[src/rtl/dsd_stream_ctrl_if.sv]
// Stream-side bundle of dsd_stream_ctrl: I2S framing/sample inputs and
// gained-sample / status outputs. The controller uses the slave modport.
// Optional macro DSD_STREAM_CTRL_ERRCNT_EN adds the err_count status field.
interface dsd_stream_ctrl_if;
   logic        ws;
   logic        sample_valid;
   logic [23:0] in_L;
   logic [23:0] in_R;
   logic        mute_req;
   logic [23:0] out_L;
   logic [23:0] out_R;
   logic        out_valid;
   logic        locked;
   logic [2:0]  state;
   logic        frame_err;
`ifdef DSD_STREAM_CTRL_ERRCNT_EN
   logic [15:0] err_count;

   modport master (
      output ws, sample_valid, in_L, in_R, mute_req,
      input  out_L, out_R, out_valid, locked, state, frame_err, err_count
   );

   modport slave (
      input  ws, sample_valid, in_L, in_R, mute_req,
      output out_L, out_R, out_valid, locked, state, frame_err, err_count
   );
`else
   modport master (
      output ws, sample_valid, in_L, in_R, mute_req,
      input  out_L, out_R, out_valid, locked, state, frame_err
   );

   modport slave (
      input  ws, sample_valid, in_L, in_R, mute_req,
      output out_L, out_R, out_valid, locked, state, frame_err
   );
`endif
endinterface

[src/rtl/dsd_stream_ctrl.sv]
// PCM-to-DSD stream controller: qualifies I2S ws framing, declares lock,
// and applies a click-free linear gain ramp on start, mute and lock loss.
// Everything runs on bclk. Optional macro DSD_STREAM_CTRL_ERRCNT_EN adds a
// saturating 16-bit count of bad frames on the interface (err_count).
module dsd_stream_ctrl #(
   parameter int unsigned FRAME_BCLK  = 64,
   parameter int unsigned FRAME_TOL   = 2,
   parameter int unsigned LOCK_FRAMES = 4,
   parameter int unsigned RAMP_STEP   = 1
) (
   input  logic             bclk,
   input  logic             rst_n,
   dsd_stream_ctrl_if.slave bus
);

   typedef enum logic [2:0] {
      IDLE      = 3'd0,
      ACQUIRE   = 3'd1,
      RAMP_UP   = 3'd2,
      RUN       = 3'd3,
      RAMP_DOWN = 3'd4,
      MUTED     = 3'd5
   } state_t;

   localparam int unsigned GW        = $clog2(LOCK_FRAMES + 1);
   localparam logic [7:0]  P_MIN     = 8'(FRAME_BCLK - FRAME_TOL);
   localparam logic [7:0]  P_MAX     = 8'(FRAME_BCLK + FRAME_TOL);
   localparam logic [7:0]  P_TIMEOUT = 8'(2 * FRAME_BCLK);
   localparam logic [8:0]  GAIN_FULL = 9'd256;
   localparam logic [8:0]  STEP      = 9'(RAMP_STEP);
   localparam logic [GW-1:0] LOCK_N  = GW'(LOCK_FRAMES);

   state_t          state_q, state_d;
   logic            ws_q;
   logic [7:0]      cnt_q, cnt_d;
   logic            meas_q, meas_d;
   logic [GW-1:0]   good_q, good_d;
   logic            locked_q, locked_d;
   logic            ferr_q;
   logic [8:0]      gain_q, gain_d;
   logic [23:0]     out_l_q, out_r_q;
   logic            ov_q;

   logic            ws_rise;
   logic            in_tol;
   logic            timeout;
   logic            good_frame;
   logic            bad_frame;

   logic signed [32:0] in_l_x, in_r_x, gain_x;
   logic signed [32:0] prod_l, prod_r;
   logic               unused_prod_bits;

   // A measurement is only judged once a previous edge has started it; a
   // timeout ends the measurement so the following edge restarts it.
   assign ws_rise    = bus.ws & ~ws_q;
   assign in_tol     = (cnt_q >= P_MIN) && (cnt_q <= P_MAX);
   assign timeout    = meas_q && !ws_rise && (cnt_q == P_TIMEOUT);
   assign good_frame = ws_rise && meas_q && in_tol;
   assign bad_frame  = (ws_rise && meas_q && !in_tol) || timeout;

   // Period counter, measurement window, good-frame count and lock flag.
   always_comb begin
      cnt_d    = cnt_q;
      meas_d   = meas_q;
      good_d   = good_q;
      locked_d = locked_q;
      if (ws_rise) begin
         cnt_d  = 8'd1;
         meas_d = 1'b1;
      end else if (cnt_q != 8'hFF) begin
         cnt_d = cnt_q + 8'd1;
      end
      if (timeout) begin
         meas_d = 1'b0;
      end
      if (bad_frame) begin
         good_d   = '0;
         locked_d = 1'b0;
      end else if (good_frame) begin
         if (good_q != LOCK_N) begin
            good_d = good_q + GW'(1);
         end
         if ((state_q == ACQUIRE) && (good_d == LOCK_N)) begin
            locked_d = 1'b1;
         end
      end
   end

   // Framing registers.
   always_ff @(posedge bclk or negedge rst_n) begin
      if (!rst_n) begin
         ws_q     <= 1'b0;
         cnt_q    <= '0;
         meas_q   <= 1'b0;
         good_q   <= '0;
         locked_q <= 1'b0;
         ferr_q   <= 1'b0;
      end else begin
         ws_q     <= bus.ws;
         cnt_q    <= cnt_d;
         meas_q   <= meas_d;
         good_q   <= good_d;
         locked_q <= locked_d;
         ferr_q   <= bad_frame;
      end
   end

   // Gain ramp and sequencing FSM; lock decisions use this cycle's lock
   // update so a bad frame landing on the same cycle is never missed.
   always_comb begin
      state_d = state_q;
      gain_d  = gain_q;
      if (bus.sample_valid) begin
         if (state_q == RAMP_UP) begin
            gain_d = (gain_q >= GAIN_FULL - STEP) ? GAIN_FULL : gain_q + STEP;
         end else if (state_q == RAMP_DOWN) begin
            gain_d = (gain_q <= STEP) ? '0 : gain_q - STEP;
         end
      end
      case (state_q)
         IDLE: begin
            if (ws_rise) state_d = ACQUIRE;
         end
         ACQUIRE: begin
            if (locked_d) state_d = bus.mute_req ? MUTED : RAMP_UP;
         end
         RAMP_UP: begin
            if (bad_frame || bus.mute_req) state_d = RAMP_DOWN;
            else if (gain_d == GAIN_FULL)  state_d = RUN;
         end
         RUN: begin
            if (bad_frame || bus.mute_req) state_d = RAMP_DOWN;
         end
         RAMP_DOWN: begin
            if (gain_d == '0) begin
               if (!locked_d)         state_d = ACQUIRE;
               else if (bus.mute_req) state_d = MUTED;
               else                   state_d = RAMP_UP;
            end
         end
         MUTED: begin
            if (bad_frame)                         state_d = ACQUIRE;
            else if (!bus.mute_req && locked_q)    state_d = RAMP_UP;
         end
         default: state_d = IDLE;
      endcase
   end

   // FSM state and gain registers.
   always_ff @(posedge bclk or negedge rst_n) begin
      if (!rst_n) begin
         state_q <= IDLE;
         gain_q  <= '0;
      end else begin
         state_q <= state_d;
         gain_q  <= gain_d;
      end
   end

   // 24-bit signed sample times 9-bit unsigned gain in a 33-bit signed product.
   assign in_l_x = {{9{bus.in_L[23]}}, bus.in_L};
   assign in_r_x = {{9{bus.in_R[23]}}, bus.in_R};
   assign gain_x = {24'd0, gain_q};
   assign prod_l = in_l_x * gain_x;
   assign prod_r = in_r_x * gain_x;
   assign unused_prod_bits = ^{prod_l[32], prod_l[7:0], prod_r[32], prod_r[7:0]};

   // Output sample registers, updated only on sample_valid.
   always_ff @(posedge bclk or negedge rst_n) begin
      if (!rst_n) begin
         out_l_q <= '0;
         out_r_q <= '0;
         ov_q    <= 1'b0;
      end else begin
         ov_q <= bus.sample_valid;
         if (bus.sample_valid) begin
            out_l_q <= prod_l[31:8];
            out_r_q <= prod_r[31:8];
         end
      end
   end

`ifdef DSD_STREAM_CTRL_ERRCNT_EN
   logic [15:0] errcnt_q;

   // Saturating count of bad frames, in step with frame_err.
   always_ff @(posedge bclk or negedge rst_n) begin
      if (!rst_n) begin
         errcnt_q <= '0;
      end else if (bad_frame && (errcnt_q != '1)) begin
         errcnt_q <= errcnt_q + 16'd1;
      end
   end

   assign bus.err_count = errcnt_q;
`endif

   assign bus.out_L     = out_l_q;
   assign bus.out_R     = out_r_q;
   assign bus.out_valid = ov_q;
   assign bus.locked    = locked_q;
   assign bus.state     = state_q;
   assign bus.frame_err = ferr_q;

endmodule

[src/flat_wrapper.sv]
// flat-port wrapper written by rule: the top's interface ports become plain ports
module dsd_stream_ctrl_flat 
#(
   parameter int unsigned FRAME_BCLK  = 64,
   parameter int unsigned FRAME_TOL   = 2,
   parameter int unsigned LOCK_FRAMES = 4,
   parameter int unsigned RAMP_STEP   = 1
)
  (bclk, rst_n, bus_ws, bus_sample_valid, bus_in_L, bus_in_R, bus_mute_req, bus_out_L, bus_out_R, bus_out_valid, bus_locked, bus_state, bus_frame_err);
  dsd_stream_ctrl_if bus_i ();
  input  logic bclk;
  input  logic rst_n;
  input wire logic [$bits(bus_i.ws)-1:0] bus_ws;
  input wire logic [$bits(bus_i.sample_valid)-1:0] bus_sample_valid;
  input wire logic [$bits(bus_i.in_L)-1:0] bus_in_L;
  input wire logic [$bits(bus_i.in_R)-1:0] bus_in_R;
  input wire logic [$bits(bus_i.mute_req)-1:0] bus_mute_req;
  output wire logic [$bits(bus_i.out_L)-1:0] bus_out_L;
  output wire logic [$bits(bus_i.out_R)-1:0] bus_out_R;
  output wire logic [$bits(bus_i.out_valid)-1:0] bus_out_valid;
  output wire logic [$bits(bus_i.locked)-1:0] bus_locked;
  output wire logic [$bits(bus_i.state)-1:0] bus_state;
  output wire logic [$bits(bus_i.frame_err)-1:0] bus_frame_err;
  assign bus_i.ws = bus_ws;
  assign bus_i.sample_valid = bus_sample_valid;
  assign bus_i.in_L = bus_in_L;
  assign bus_i.in_R = bus_in_R;
  assign bus_i.mute_req = bus_mute_req;
  assign bus_out_L = bus_i.out_L;
  assign bus_out_R = bus_i.out_R;
  assign bus_out_valid = bus_i.out_valid;
  assign bus_locked = bus_i.locked;
  assign bus_state = bus_i.state;
  assign bus_frame_err = bus_i.frame_err;
  dsd_stream_ctrl #(.FRAME_BCLK(FRAME_BCLK), .FRAME_TOL(FRAME_TOL), .LOCK_FRAMES(LOCK_FRAMES), .RAMP_STEP(RAMP_STEP)) u_core (.bclk(bclk), .rst_n(rst_n), .bus(bus_i));
endmodule
[config.mk]
export PLATFORM = sky130hd
export DESIGN_NAME = dsd_stream_ctrl_flat
export DESIGN_NICKNAME = d
export VERILOG_FILES = /design/src/rtl/dsd_stream_ctrl_if.sv /design/src/rtl/dsd_stream_ctrl.sv /design/src/flat_wrapper.sv
export SDC_FILE = /design/constraint.sdc
export NUM_CORES = 1
export LEC_CHECK = 0
export CORE_ASPECT_RATIO = 0.75
export CORE_MARGIN = 1.5
export CORE_UTILIZATION = 25
export DETAILED_ROUTE_END_ITERATION = 6
export PLACE_DENSITY = 0.42
export SKIP_CTS_REPAIR_TIMING = 1
export SYNTH_ARGS = -nofsm -noshare
export SYNTH_HDL_FRONTEND = slang
export SYNTH_SLANG_ARGS = --single-unit
[constraint.sdc]
create_clock -name bclk -period 16.2 [get_ports bclk]
set_input_delay 4.86 -clock bclk [delete_from_list [all_inputs] [get_ports bclk]]
set_output_delay 4.86 -clock bclk [all_outputs]
set_load 0.005 [all_outputs]
==> reports/qor.log <==
qor: outcome.status finished clean
qor: logic_synthesis.postSynthRegisterBits 76
qor: setup_path.kind_of_end_point_of_the_critical_path flop
qor: setup_path.worst_ep_arrival_time 11.17 ns
qor: setup_path.start_kind input port
qor: logic_synthesis.synth_area 17700 µm²
qor: sta.max_freq 91.8 MHz
qor: setup_path.critPathMaxFanout 9
qor: hold_path.worstHoldStart u_core.bus.out_R[17]
qor: setup_path.cp_cell_sequence clkdlybuf4s50_1 -> nand2_1 -> fa_1 -> fa_1 -> inv_1 -> fa_1 -> fa_1 -> inv_1 -> fa_1 -> inv_1 -> ha_1 -> a21oi_1 -> nand2_1 -> a21oi_1 -> a211oi_1 -> or2_1 -> a41o_1 -> a211oi_1 -> xnor2_1 -> mux2_2
qor: cts.clock-sinks 76
qor: sta.grt_setup_unrepaired no
qor: cts.clock-root-buffer clkbuf_16
qor: cts.cts_buffers 9
qor: global_routing.globalRouteTotalUtil 0.153
qor: placement.gp_congestion 0.788
qor: final_layout.syn2layout_area_growth 13.2%
qor: logic_synthesis.count_of_mapped_cells_out_of_synthesis 1946
qor: floorplanning.start_util 0.253
qor: hold_path.hp-class reg2reg
qor: global_routing.pin_count_of_the_biggest_net_entering_global_routing 59
qor: routing.routed_wl 51.6 mm
qor: cts.insertion_delay 0.38 ns
qor: routing.drc_errors 0
qor: final_layout.most_used_cells_in_the_layout_excluding_fill_and_tap_cells 379 x inv_1, 340 x fa_1, 261 x nand2_1
qor: routing.wire_per_inst 17.6 µm
qor: global_routing.grt_pass1_wl 84.4 mm
qor: logic_synthesis.synthDistinctLibCells 77
qor: sta.report.final.slew_viol_count 0
qor: logic_synthesis.synth-edff-count 0
qor: setup_path.crit_buf_inv 4
qor: sta.final.setup.tns 0 ns
qor: setup_path.critPathMostFrequentCell fa_1
qor: sta.finalHoldViolations 0
qor: setup_path.crit_slowest_cell clkdlybuf4s50_1
qor: sta.worst-slew-pin-transition 1.19 ns
qor: sta.fin_crit 10.90 ns
qor: cts.cts.path.max_buffers 2
qor: setup_path.critical_path_required 16.48 ns
qor: cts.h-tree-depth 3
qor: final_layout.fillerInstances 7475
qor: setup_path.path_delay_family adder cells
qor: floorplanning.die_h 233 µm
qor: floorplanning.design.core.area 70000 µm²
qor: setup_path.critical_path.reg2reg.startpoint u_core.gain_q[5]
qor: flow_run.cap_viol_max_count 0
qor: floorplanning.fp-row-count 84
qor: routing.dr.first_iter.drc_count 606
qor: sta.maxSlewHeadroom 0.206
qor: final_layout.diodes 0
qor: cts.cts.clk_slew.worst_paths 0.08 ns
qor: setup_path.crit_path_start bus_in_R[5]
qor: placement.port_buffers 106
qor: routing.drt.antenna.violating_nets 0
qor: cts.cts_tree built
qor: routing.drt_pre_antenna_iters 5
qor: routing.via_per_inst 4.42
qor: setup_path.critPathMaxStageDelay 0.77 ns
qor: final_layout.drive_gt1_frac 0.0446
qor: logic_synthesis.synthDominantAreaCellType fa_1
qor: global_routing.grt_overflow 0
qor: logic_synthesis.synth.net_count 2480
qor: final_layout.mostFrequentLayoutCell inv_1
qor: logic_synthesis.seq_area_frac_synth 0.108
qor: final_layout.design.final.nets 2523
qor: routing.vias 13000
qor: logic_synthesis.yosys_warnings 0
qor: sta.setup-violations-final 0
qor: logic_synthesis.synth_ff_type dfrtp_1
qor: sta.finalClockSkew 0.0163 ns
qor: setup_path.category_of_the_critical_setup_timing_path in2reg
qor: logic_synthesis.synth.avg_cell_area 9.09 µm²
qor: logic_synthesis.synth.area.top_cells fa_1 38%, dfrtp_1 11%, ha_1 10%
qor: floorplanning.die_width 310 µm
qor: floorplanning.die_area 72300 µm²
qor: logic_synthesis.synth_top_area_frac 0.385
qor: floorplanning.io_pins 107
qor: global_routing.grt_pass1_vias 14400
qor: logic_synthesis.synthArstFlopShare 1.00
qor: global_routing.grt_antenna_before_repair 6
qor: placement.post-dp-hpwl 40.3 mm
qor: sta.post-route-period-util 0.673
[area by class of cell]
class                      instances  area (µm²)  area share
tap                              946        1180      0.0591
inverter                         379        1420      0.0711
clock inverter                     7         105     0.00525
timing repair buffer             121        1170      0.0582
sequential                        76        1910      0.0952
clock buffer                       9         225      0.0112
multi-input combinational       1402       14000       0.700
[logic make-up after synthesis]
logic type	after synthesis	synth area share
compound gates	181	0.0708
fa+ha+maj	481	0.485
mux	37	0.0234
simple gates	648	0.186
buf+inv	468	0.100
xor+xnor	55	0.0272
flops	76	0.108
[cell usage after synthesis (all sizes together), types with 3 or more instances]
| cell | n |
|---|---|
| ha | 141 |
| and3 | 11 |
| dfrtp | 76 |
| a21o | 19 |
| a21boi | 5 |
| o21ai | 43 |
| nor2b | 5 |
| nand3 | 20 |
| clkbuf | 65 |
| nor3 | 16 |
| nor2 | 51 |
| mux2i | 3 |
| o31ai | 11 |
| inv | 379 |
| nand2b | 9 |
| nor3b | 6 |
| nand2 | 261 |
| o21a | 9 |
| or3 | 6 |
| a31oi | 8 |
| a21oi | 37 |
| or2 | 6 |
| xnor2 | 34 |
| nand4 | 14 |
| o211ai | 4 |
| and2 | 227 |
| mux2 | 34 |
| buf | 24 |
| o2111ai | 3 |
| nor4 | 4 |
| fa | 340 |
| a211oi | 8 |
| a311oi | 3 |
| xor2 | 21 |
[per-stage QoR]
stage                     worst slack (ns)  cells  area, µm²   util  hold WS (ns)
after floorplan                       6.01   1946      17700      -         0.475
after detailed placement              4.84   2924      19700  0.281         0.483
final                                 5.30   2940      20000  0.286         0.497
after CTS                             5.24   2940      20000  0.286         0.506
after global placement                4.88   2924      19700  0.281         0.482
after global routing                  4.90   2940      20000  0.286         0.529
[worst reg2reg max path, stage by stage, from the launching register on]
cell and delay, ns:
dfrtp_1 0.93, buf_4 0.58, nand2_1 0.17, fa_1 0.51, fa_1 0.54, inv_1 0.05, fa_1 0.46, fa_1 0.51
inv_1 0.06, fa_1 0.49, inv_1 0.05, ha_1 0.34, a21oi_1 0.15, nand2_1 0.10, a21oi_1 0.27, a211oi_1 0.22
or2_1 0.34, a41o_1 0.32, a211oi_1 0.51, xnor2_1 0.13, mux2_2 0.28
[per-layer routing]
metal / global-route usage / part of all wire / up-vias
met3: 0.0338 / 0.054 / 34
met5: 0 / 0.00087 / -
met1: 0.230 / 0.52 / 6664
met2: 0.223 / 0.41 / 217
li1: - / - / 6077
met4: 0.0241 / 0.0099 / 8
[final timing paths]
| path | to | slack [ns] | cells past startpoint |
|---|---|---|---|
| setup / recovery | u_core.bus.out_R[22] | 5.30 | 20 |
| hold / removal | u_core.bus.out_R[17] | 0.50 | 2 |
| setup reg to reg | u_core.bus.out_R[22] | 9.07 | 20 |
| hold reg to reg | u_core.bus.out_R[17] | 0.50 | 2 |
| max in group asynchronous | u_core.gain_q[1] | 10.66 | 2 |
| min in group asynchronous | u_core.ws_q | 4.38 | 1 |
[sequential cells by signal, summed over array words and instances (netlist names)]
| register | flops |
|---|---|
| u_core.bus.locked | 1 |
| u_core.cnt_q | 8 |
| u_core.ws_q | 1 |
| u_core.bus.frame_err | 1 |
| u_core.good_q | 3 |
| u_core.bus.out_valid | 1 |
| u_core.bus.out_R | 24 |
| u_core.gain_q | 9 |
| u_core.bus.out_L | 24 |
| u_core.meas_q | 1 |
| u_core.bus.state | 3 |
Power is not shown: default switching activity piles up to over one toggle a cycle in this logic, so the estimate is an artifact.
